## src/rtl/inst_fetch_queue.sv

```systemverilog
// inst_fetch_queue: circular instruction/PC buffer between fetch and decode, with head decode-field slices.
package inst_fetch_queue_pkg;
  typedef logic [6:0] opcode_t;
  typedef logic [2:0] func3_t;
  typedef logic [6:0] func7_t;
endpackage

module inst_fetch_queue
  import inst_fetch_queue_pkg::*;
#(
  parameter int DEPTH  = 8,
  parameter int ADDR_W = 32,
  parameter int INST_W = 32,
  parameter int CNT_W  = $clog2(DEPTH) + 1
) (
  input  logic              clk,
  input  logic              rst_n,
  input  logic              flush,
  input  logic              in_valid,
  output logic              in_ready,
  input  logic [ADDR_W-1:0] in_pc,
  input  logic [INST_W-1:0] in_inst,
  output logic              out_valid,
  input  logic              out_ready,
  output logic [ADDR_W-1:0] out_pc,
  output logic [INST_W-1:0] out_inst,
  output opcode_t           out_opcode,
  output func3_t            out_func3,
  output func7_t            out_func7,
  output logic [4:0]        out_rd,
  output logic [4:0]        out_rs1,
  output logic [4:0]        out_rs2,
  output logic [CNT_W-1:0]  count
);
  localparam int PW = $clog2(DEPTH);
  logic [ADDR_W-1:0] pc_mem [DEPTH];
  logic [INST_W-1:0] inst_mem [DEPTH];
  logic [PW-1:0] wr_ptr, rd_ptr;
  logic push, pop;
  assign in_ready  = count != CNT_W'(DEPTH);
  assign out_valid = count != '0;
  assign push = in_valid & in_ready & ~flush;
  assign pop  = out_valid & out_ready & ~flush;
  // Pointers wrap naturally because DEPTH is a power of two.
  always_ff @(posedge clk or negedge rst_n)
    if (!rst_n) begin
      wr_ptr <= '0;
      rd_ptr <= '0;
      count  <= '0;
    end else if (flush) begin
      wr_ptr <= '0;
      rd_ptr <= '0;
      count  <= '0;
    end else begin
      wr_ptr <= push ? wr_ptr + PW'(1) : wr_ptr;
      rd_ptr <= pop ? rd_ptr + PW'(1) : rd_ptr;
      count  <= count + CNT_W'(push) - CNT_W'(pop);
    end
  always_ff @(posedge clk)
    if (push) begin
      pc_mem[wr_ptr]   <= in_pc;
      inst_mem[wr_ptr] <= in_inst;
    end
  always_comb begin
    out_pc     = out_valid ? pc_mem[rd_ptr] : '0;
    out_inst   = out_valid ? inst_mem[rd_ptr] : '0;
    out_opcode = out_inst[6:0];
    out_rd     = out_inst[11:7];
    out_func3  = out_inst[14:12];
    out_rs1    = out_inst[19:15];
    out_rs2    = out_inst[24:20];
    out_func7  = out_inst[31:25];
  end
endmodule
```

## config.mk

```make
export PLATFORM = sky130hd
export DESIGN_NAME = inst_fetch_queue
export DESIGN_NICKNAME = d
export VERILOG_FILES = /design/src/rtl/inst_fetch_queue.sv
export SDC_FILE = /design/constraint.sdc
export NUM_CORES = 1
export LEC_CHECK = 0
export CAP_MARGIN = 20
export CORE_MARGIN = 3
export CORE_UTILIZATION = 40
export DETAILED_ROUTE_END_ITERATION = 6
export HOLD_SLACK_MARGIN = 0.08
export SLEW_MARGIN = 20
export SYNTH_ARGS = -nofsm -noshare
export SYNTH_HDL_FRONTEND = slang
export SYNTH_SLANG_ARGS = --single-unit
```

## constraint.sdc

```tcl
create_clock -name clk -period 14.5 [get_ports clk]
set_input_delay 4.35 -clock clk [delete_from_list [all_inputs] [get_ports clk]]
set_output_delay 4.35 -clock clk [all_outputs]
set_load 0.01 [all_outputs]
```

# == Yosys cells after proc, flatten, opt, wreduce, memory -nomap -nowiden ==
# Memories as Yosys holds them, arrays and structs flattened.
# Cells that the tools add are included.
# op_classes
addsub,4
n_mul,0
div_mod_pow,0
magnitude_cmp,0
eq_ne,1
shifts,0
mux,9
bitwise_logic,5
reduce_logical,3
# ops
cell,count
$mux W32,2
$mux W3,4
$add A3 B1 Y3 const B,2
$add A4 B1 Y4,1
$and A1 B1 Y1,4
$mux W4,1
$ne A4 B4 Y1 const B,1
$reduce_bool A2 Y1,2
$reduce_bool A4 Y1,1
$sub A4 B1 Y4,1
$mux W1,2
$not A1 Y1,1
# totals
regBits,10
latch_bits,0
mem_bits_rw,512
romBits,0
input_bits,69
output_inout_bits,102
elab_cells,27
n_memories,2
# memory_table
memory,depth,width,read_ports,rd_ports_with_merged_regs,write_ports,line,rtl
inst_mem,8,32,1,0,1,37,logic [INST_W-1:0] inst_mem [DEPTH];
pc_mem,8,32,1,0,1,36,logic [ADDR_W-1:0] pc_mem [DEPTH];

# == Logic depth before layout (Yosys ltp) ==
# Gate-level depths: netlist (run 1).
# depth
word_depth,6
depth_mapped,11
ltp_nobuf,10

# == Worst setup path after synthesis (run 1) ==
# No wires, ideal clock.
# synth_timing
path_type,input to register
start,in in_valid
end,"mem inst_mem[0][0], enable pin"
setup_ns,0.565
t_arrival_ns,9.269
path_slack_ns,4.666
path_stages,4
cell_sequence,inv_1 > or3_1 > clkbuf_1 > nor3_1
# synth_via
elab_chain_cells,4
# synth_rtl
item,line,rtl
from (decl),19,"input logic in_valid,"
$and A1 B1 Y1 (2 in series),42,assign push = in_valid & in_ready & ~flush;
$mux W1,60,if (push) begin
$mux W1 (implied by the code),62,inst_mem[wr_ptr] <= in_inst;
to (decl),37,
# No other way between the ends.

# == Worst setup path after layout (run 1) ==
# layout_timing
start,reg rd_ptr[0]
end,out out_pc[22]
# layout_via
elab_chain_cells,2
# layout_rtl
item,line,rtl
from (decl),38,"logic [PW-1:0] wr_ptr, rd_ptr;"
from (signal assigned),56,rd_ptr <= pop ? rd_ptr + PW'(1) : rd_ptr;
$mem_v2 Z8 W32,n/a,
$mux W32,65,out_pc = out_valid ? pc_mem[rd_ptr] : '0;
to (decl),25,"output logic [ADDR_W-1:0] out_pc,"
# No other way between the ends.

==> results.py, run 1 <==
metrics = {
    "place": {
        "globalplace.congestion": 0.7110,
        "hpwl_um": 21670,
        "port-buffer-count": 170,
        "place_area_um2": 22270,
    },
    "power": {
        "power.switching_uw": 1052,
        "internal-power_uw": 3015,
        "p_sw_share_pct": 25.87,
        "combPwrFrac_pct": 25.8,
        "vdd_drop_max_v": 0.0001100,
        "pwr-share-seq_pct": 43.2,
        "total_leakage_power_uw": 0.007465,
        "power_density_nw_per_um2": 170.3,
        "clkPwrFrac_pct": 31.0,
    },
    "worst_hold_path": {
        "hold_path.class": "reg2reg",
        "min_path_cells": 2,
        "worstHoldStart": "wr_ptr[1]",
        "hold_end": "wr_ptr[1]",
    },
    "setup_path": {
        "r2r_end": "pc_mem[3][28]",
        "cp-start-kind": "register",
        "worst-path-buf-inv": 2,
        "path_cells": "buf_4 -> mux4_2 -> a22o_1 -> clkdlybuf4s50_1",
        "worstReg2RegStart": "count[2]",
        "crit_arrival_ps": 3940,
        "crit_family": "buffers and inverters",
        "cp-end-kind": "output port",
        "cp_max_fo": 48,
        "cpMaxStageDelayCell": "dfrtp_4",
        "critical_path_required_ps": 10150,
        "path_class": "reg2out",
        "rrSetupSlack_ps": 11140,
        "slowest_delay_ps": 1040,
        "reg2reg_depth": 7,
    },
    "yosys": {
        "seq_area_frac_synth_pct": 78.16,
        "yosys_warnings": 0,
        "synth_top_cell_area_share_pct": 76.91,
        "synth.distinct_cells": 31,
        "ys_seq_elements": 522,
        "synthTopCellsByArea": "edfxtp_1, mux4_2, a22o_1",
        "postSynthAreaPerCell_um2": 23.35,
        "syn-cell-area_um2": 19990,
        "synth_nets": 934,
        "yosys.area.top_type": "edfxtp_1",
        "synthCells": 856,
    },
    "sta": {
        "rsz0062_at_grt": "false",
        "min_period_over_period_pct": 57.14,
        "max_freq_ghz": 0.1207,
        "setup_viol": 0,
        "slew_headroom_pct": 29.65,
        "finalClockSkew_ps": 14.78,
        "finalSetupTns_ps": 0,
        "hold_violations": 0,
        "post-route-min-period_ps": 8285,
        "tightest_slew_ps": 1053,
        "timing.final.max_slew_violations": 0,
    },
    "run": {
        "maxCapViolations": 0,
    },
    "floorplan": {
        "die_h_um": 229.6,
        "die_w_um": 229.6,
        "floorplan.initialDensity_pct": 40.67,
        "fp-row-count": 81,
        "num_io_pins": 171,
        "coreArea_um2": 49150,
        "die-area_um2": 52700,
    },
    "detailed_routing": {
        "via_count": 9152,
        "ant_nets": 0,
        "wirelength_um": 40580,
        "first_pass_iters": 5,
        "via_per_inst": 5.287,
        "wl_per_cell_um": 23.44,
        "drc": 0,
        "first_iter_violations": 602,
    },
    "finish": {
        "final_cell_mix": "edfxtp_1, clkdlybuf4s50_1, mux4_2, a22o_1, clkbuf_16",
        "layout_commonest_cell": "edfxtp_1",
        "num-nets-final": 1102,
        "drive_gt1_share_pct": 21.93,
        "n_antenna_cell": 0,
        "final_cell_area_um2": 23890,
        "syn_to_final_growth_pct": 19.49,
        "fill_cells": 4001,
    },
    "clock_tree": {
        "cts_setup_buffers": 0,
        "cts_root_buf": "clkbuf_16",
        "h-tree-depth": 2,
        "clkLatencyLatePin_ps": 580,
        "path_clk_slew_ps": 60,
        "ctsHoldBuffers": 0,
        "ctsResizeCount": 0,
        "cts_tree": "built",
        "cts_buffer_depth": 3,
        "clkSinkCount": 522,
        "numCtsBuffers": 53,
    },
    "global_route": {
        "grt_use_total_pct": 15.53,
        "grt_remaining_overflow": 0,
        "grt_max_degree": 57,
        "grt_pass1_vias": 9754,
        "grt_pass1_wl_um": 61380,
        "antenna_found_initial": 2,
    },
    "status": {
        "status": "finished clean",
    },
}
-- sequential cells by signal (all words and copies together), names as in the netlist --
register  flops
inst_mem    256
rd_ptr        3
wr_ptr        3
pc_mem      256
count         4
-- metal layers --
metal  track usage [%]  vias up  routed length, um
met5                 0        -                 21
met4             4.176        4                787
met3             3.060       57               2224
met2             25.42      233              19970
met1             21.47     4906              17570
li1                  -     3952                  -
-- synth_stat cells --
cell and instances:
and2_1 1, nand4b_1 1, a21oi_1 5, mux4_2 128
or2_2 1, edfxtp_1 512, fa_1 1, nor3b_4 1
nand3_1 4, buf_1 2, clkbuf_1 19, nand2_1 1
nor3b_1 1, inv_2 2, nor2_1 9, nor3_1 5
buf_6 5, a22o_1 64, nand2b_1 2, ha_1 8
mux2_2 1, mux2_1 2, or3_1 3, buf_2 12
a21o_1 1, nor2b_1 5, inv_1 7, buf_4 38
xnor2_1 1, dfrtp_1 10, o21ai_0 4
-- cell type report --
class,instances,area [um2],share of cell area [%]
flip-flops and latches,522,15630,65.44
multi-input cells,249,3910,16.37
repair buffers,189,1864,7.805
clock buffers,71,1436,6.013
inverters,9,33.78,0.1414
clock inverters,27,178.9,0.7490
well taps,664,830.8,3.478
-- how the worst max path moves through the flow --
stage	start	endpoint	depth (start not counted)	slack [ps]
global placement	rd_ptr[0]	out_pc[22]	4	6680
finish	rd_ptr[0]	out_pc[22]	4	6210
global route	rd_ptr[0]	out_pc[22]	4	5840
detailed placement	rd_ptr[0]	out_pc[22]	4	6670
CTS	rd_ptr[0]	out_pc[22]	4	6030
floorplan	in_valid	inst_mem[0][0]	4	4670
-- power groups by stage --
| stage | logic, uW | clock network, uW | registers, uW |
|---|---|---|---|
| floorplan | 656 | 0 | 1760 |
| global placement | 1060 | 0 | 1790 |
| detailed placement | 1070 | 0 | 1790 |
| CTS | 1080 | 1300 | 1760 |
| global route | 1120 | 1360 | 1760 |
| finish | 1050 | 1260 | 1760 |
-- cells by family (layout without fill, tap and decap cells) --
family | count (synthesis) | after routing | share of synthesized area (%)
buffers and inverters | 85 | 296 | 2.572
XOR/XNOR | 1 | 1 | 0.04382
AO/OA/AOI/OAI | 74 | 74 | 3.067
adder cells (fa/ha/maj) | 9 | 9 | 0.6009
flip-flops | 522 | 522 | 78.16
AND/OR/NAND/NOR | 34 | 34 | 0.9639
multiplexers | 131 | 131 | 14.59
-- stage by stage --
stage	power [uW]	instances	worst slack, ps	util, %	hold WS, ps
5_1_grt	4249	1731	5844	48.60	687.1
3_3_place_gp	2844	1632	6680	45.25	614.8
4_1_cts	4135	1731	6029	48.60	639.9
3_5_place_dp	2863	1633	6667	45.31	628.6
6_report	4067	1731	6215	48.60	640.6
2_1_floorplan	2413	856	4666	-	573.9
-- worst reg2reg max path: cells and delay by family (launching register included) --
kind,cells,cell delay (ps)
adders and majority gates,1,190
DFF,1,360
buffers and inverters,3,880
and+or+nand+nor,3,1530
Power figures use the tool's default switching activity.
==> inputs of run 2 (changes only) <==
==> constraint.sdc (replaced) <==
create_clock -name clk -period 8.33 [get_ports clk]
set_input_delay 2.499 -clock clk [delete_from_list [all_inputs] [get_ports clk]]
set_output_delay 2.499 -clock clk [all_outputs]
set_load 0.01 [all_outputs]
==> results.py, run 2 (synthesis results as in run 1) <==
metrics = {
    "detailed_routing": {
        "wirelength_um": 42760,
        "via_per_inst": 5.343,
        "ant_nets": 0,
        "drc": 0,
        "first_iter_violations": 728,
        "first_pass_iters": 4,
        "via_count": 9222,
        "wl_per_cell_um": 24.77,
    },
    "clock_tree": {
        "cts_setup_buffers": 0,
        "ctsHoldBuffers": 0,
        "clkLatencyLatePin_ps": 570,
        "path_clk_slew_ps": 60,
        "cts_tree": "built",
        "cts_buffer_depth": 3,
        "ctsResizeCount": 0,
        "cts_root_buf": "clkbuf_16",
        "numCtsBuffers": 51,
        "clkSinkCount": 522,
        "h-tree-depth": 2,
    },
    "global_route": {
        "grt_remaining_overflow": 0,
        "grt_max_degree": 81,
        "antenna_found_initial": 2,
        "grt_use_total_pct": 16.22,
        "grt_pass1_wl_um": 63700,
        "grt_pass1_vias": 9661,
    },
    "floorplan": {
        "fp-row-count": 81,
        "die_w_um": 229.6,
        "die_h_um": 229.6,
        "floorplan.initialDensity_pct": 40.67,
        "die-area_um2": 52700,
        "coreArea_um2": 49150,
        "num_io_pins": 171,
    },
    "finish": {
        "num-nets-final": 1103,
        "top_regs": "inst_mem: 256 flops, pc_mem: 256 flops, count: 4 flops",
        "drive_gt1_share_pct": 22.50,
        "final_cell_mix": "edfxtp_1, clkdlybuf4s50_1, mux4_2, a22o_1, clkbuf_16",
        "fin_util_pct": 48.61,
        "syn_to_final_growth_pct": 19.53,
        "n_antenna_cell": 0,
        "layout_commonest_cell": "edfxtp_1",
    },
    "power": {
        "power_uw": 7058,
        "power_density_nw_per_um2": 295.4,
        "vdd_drop_max_v": 0.0001911,
        "total_leakage_power_uw": 0.007485,
    },
    "worst_hold_path": {
        "hold_path.class": "reg2reg",
        "hold_end": "wr_ptr[1]",
        "worstHoldStart": "wr_ptr[1]",
        "min_path_cells": 2,
    },
    "sta": {
        "min_period_over_period_pct": 73.73,
        "timing.final.max_slew_violations": 0,
        "slew_headroom_pct": 28.42,
        "setup_viol": 0,
        "rsz0062_at_grt": "false",
        "max_freq_ghz": 0.1628,
        "finalSetupTns_ps": 0,
        "finalClockSkew_ps": 9.682,
        "tightest_slew_ps": 1071,
        "hold_violations": 0,
        "post-route-min-period_ps": 6142,
    },
    "run": {
        "maxCapViolations": 0,
    },
    "setup_path": {
        "path_class": "reg2out",
        "crit_arrival_ps": 3640,
        "slowest_delay_ps": 750,
        "rrSetupSlack_ps": 5390,
        "worstReg2RegStart": "count[2]",
        "critical_path_required_ps": 5830,
        "cpMaxStageDelayCell": "and2_2",
        "r2r_end": "pc_mem[4][1]",
        "cp-start-kind": "register",
        "reg2reg_depth": 7,
        "cp-end-kind": "output port",
        "path_cells": "inv_1 -> ha_1 -> nor3b_4 -> inv_2 -> and2_2 -> buf_4 -> a22o_1 -> clkdlybuf4s50_1",
        "cp_max_fo": 33,
    },
    "status": {
        "status": "finished clean",
    },
    "place": {
        "hpwl_um": 23840,
        "globalplace.congestion": 0.6897,
        "port-buffer-count": 170,
    },
}
-- run 2: cell count changes in the layout (fill, tap and decap cells not counted), moves of 2 or more --
cell	delta
clkbuf_16	-2
clkbuf_1	-8
clkinv_2	+6
clkinv_1	-2
clkinvlp_4	-2
-- run 2: where the power goes --
| group | internal, uW | total [uW] | switching (uW) |
|---|---|---|---|
| clock | 1240 | 2170 | 926 |
| combinational | 998 | 1840 | 845 |
| sequential | 2970 | 3040 | 74.2 |
-- run 2: per-stage QoR --
step                cell area [um2]  std cells  worst slack, ps  hold slack (ps)
finish                        23890       1726             2188            638.2
detailed placement            22330       1636             2719            639.4
floorplan                     19990        856            346.6            573.9
global placement              22270       1634             2596            610.4
global route                  23890       1726             1964            696.9
CTS                           23890       1726             2069            648.7
-- run 2: worst max-delay path by stage --
stage	from	endpoint	depth (start not counted)
after floorplan	in_valid	inst_mem[0][0]	4
final	count[2]	out_pc[1]	8
after CTS	count[2]	out_pc[1]	7
after global routing	count[2]	out_pc[1]	8
after global placement	flush	pc_mem[7][19]	4
after detailed placement	count[2]	out_pc[1]	8
-- run 2: per-layer routing --
layer  vias to the layer above  GRT usage [%]  share of wire, %
met3                        61          3.756               5.9
met5                         -              0             0.080
met2                       261          26.76                50
met4                         4          3.471               1.6
met1                      4948          22.22                42
li1                       3948              -                 -
-- run 2: critical path: cells and delay by family, from the launching register on --
family                     cells  cell delay [ps]
AOI/OAI and AO/OA              1              300
adders and majority gates      1              190
buffers and inverters          4             1310
DFF                            1              330
and+or+nand+nor                2              920
-- run 2: final cells by class --
cell class	count	area (um2)
Clock inverter	29	207.7
Clock buffer	61	1356
Multi-Input combinational cell	249	3910
Inverter	9	33.78
Timing Repair Buffer	192	1923
Sequential cell	522	15630
Fill cell	4020	25260
Tap cell	664	830.8
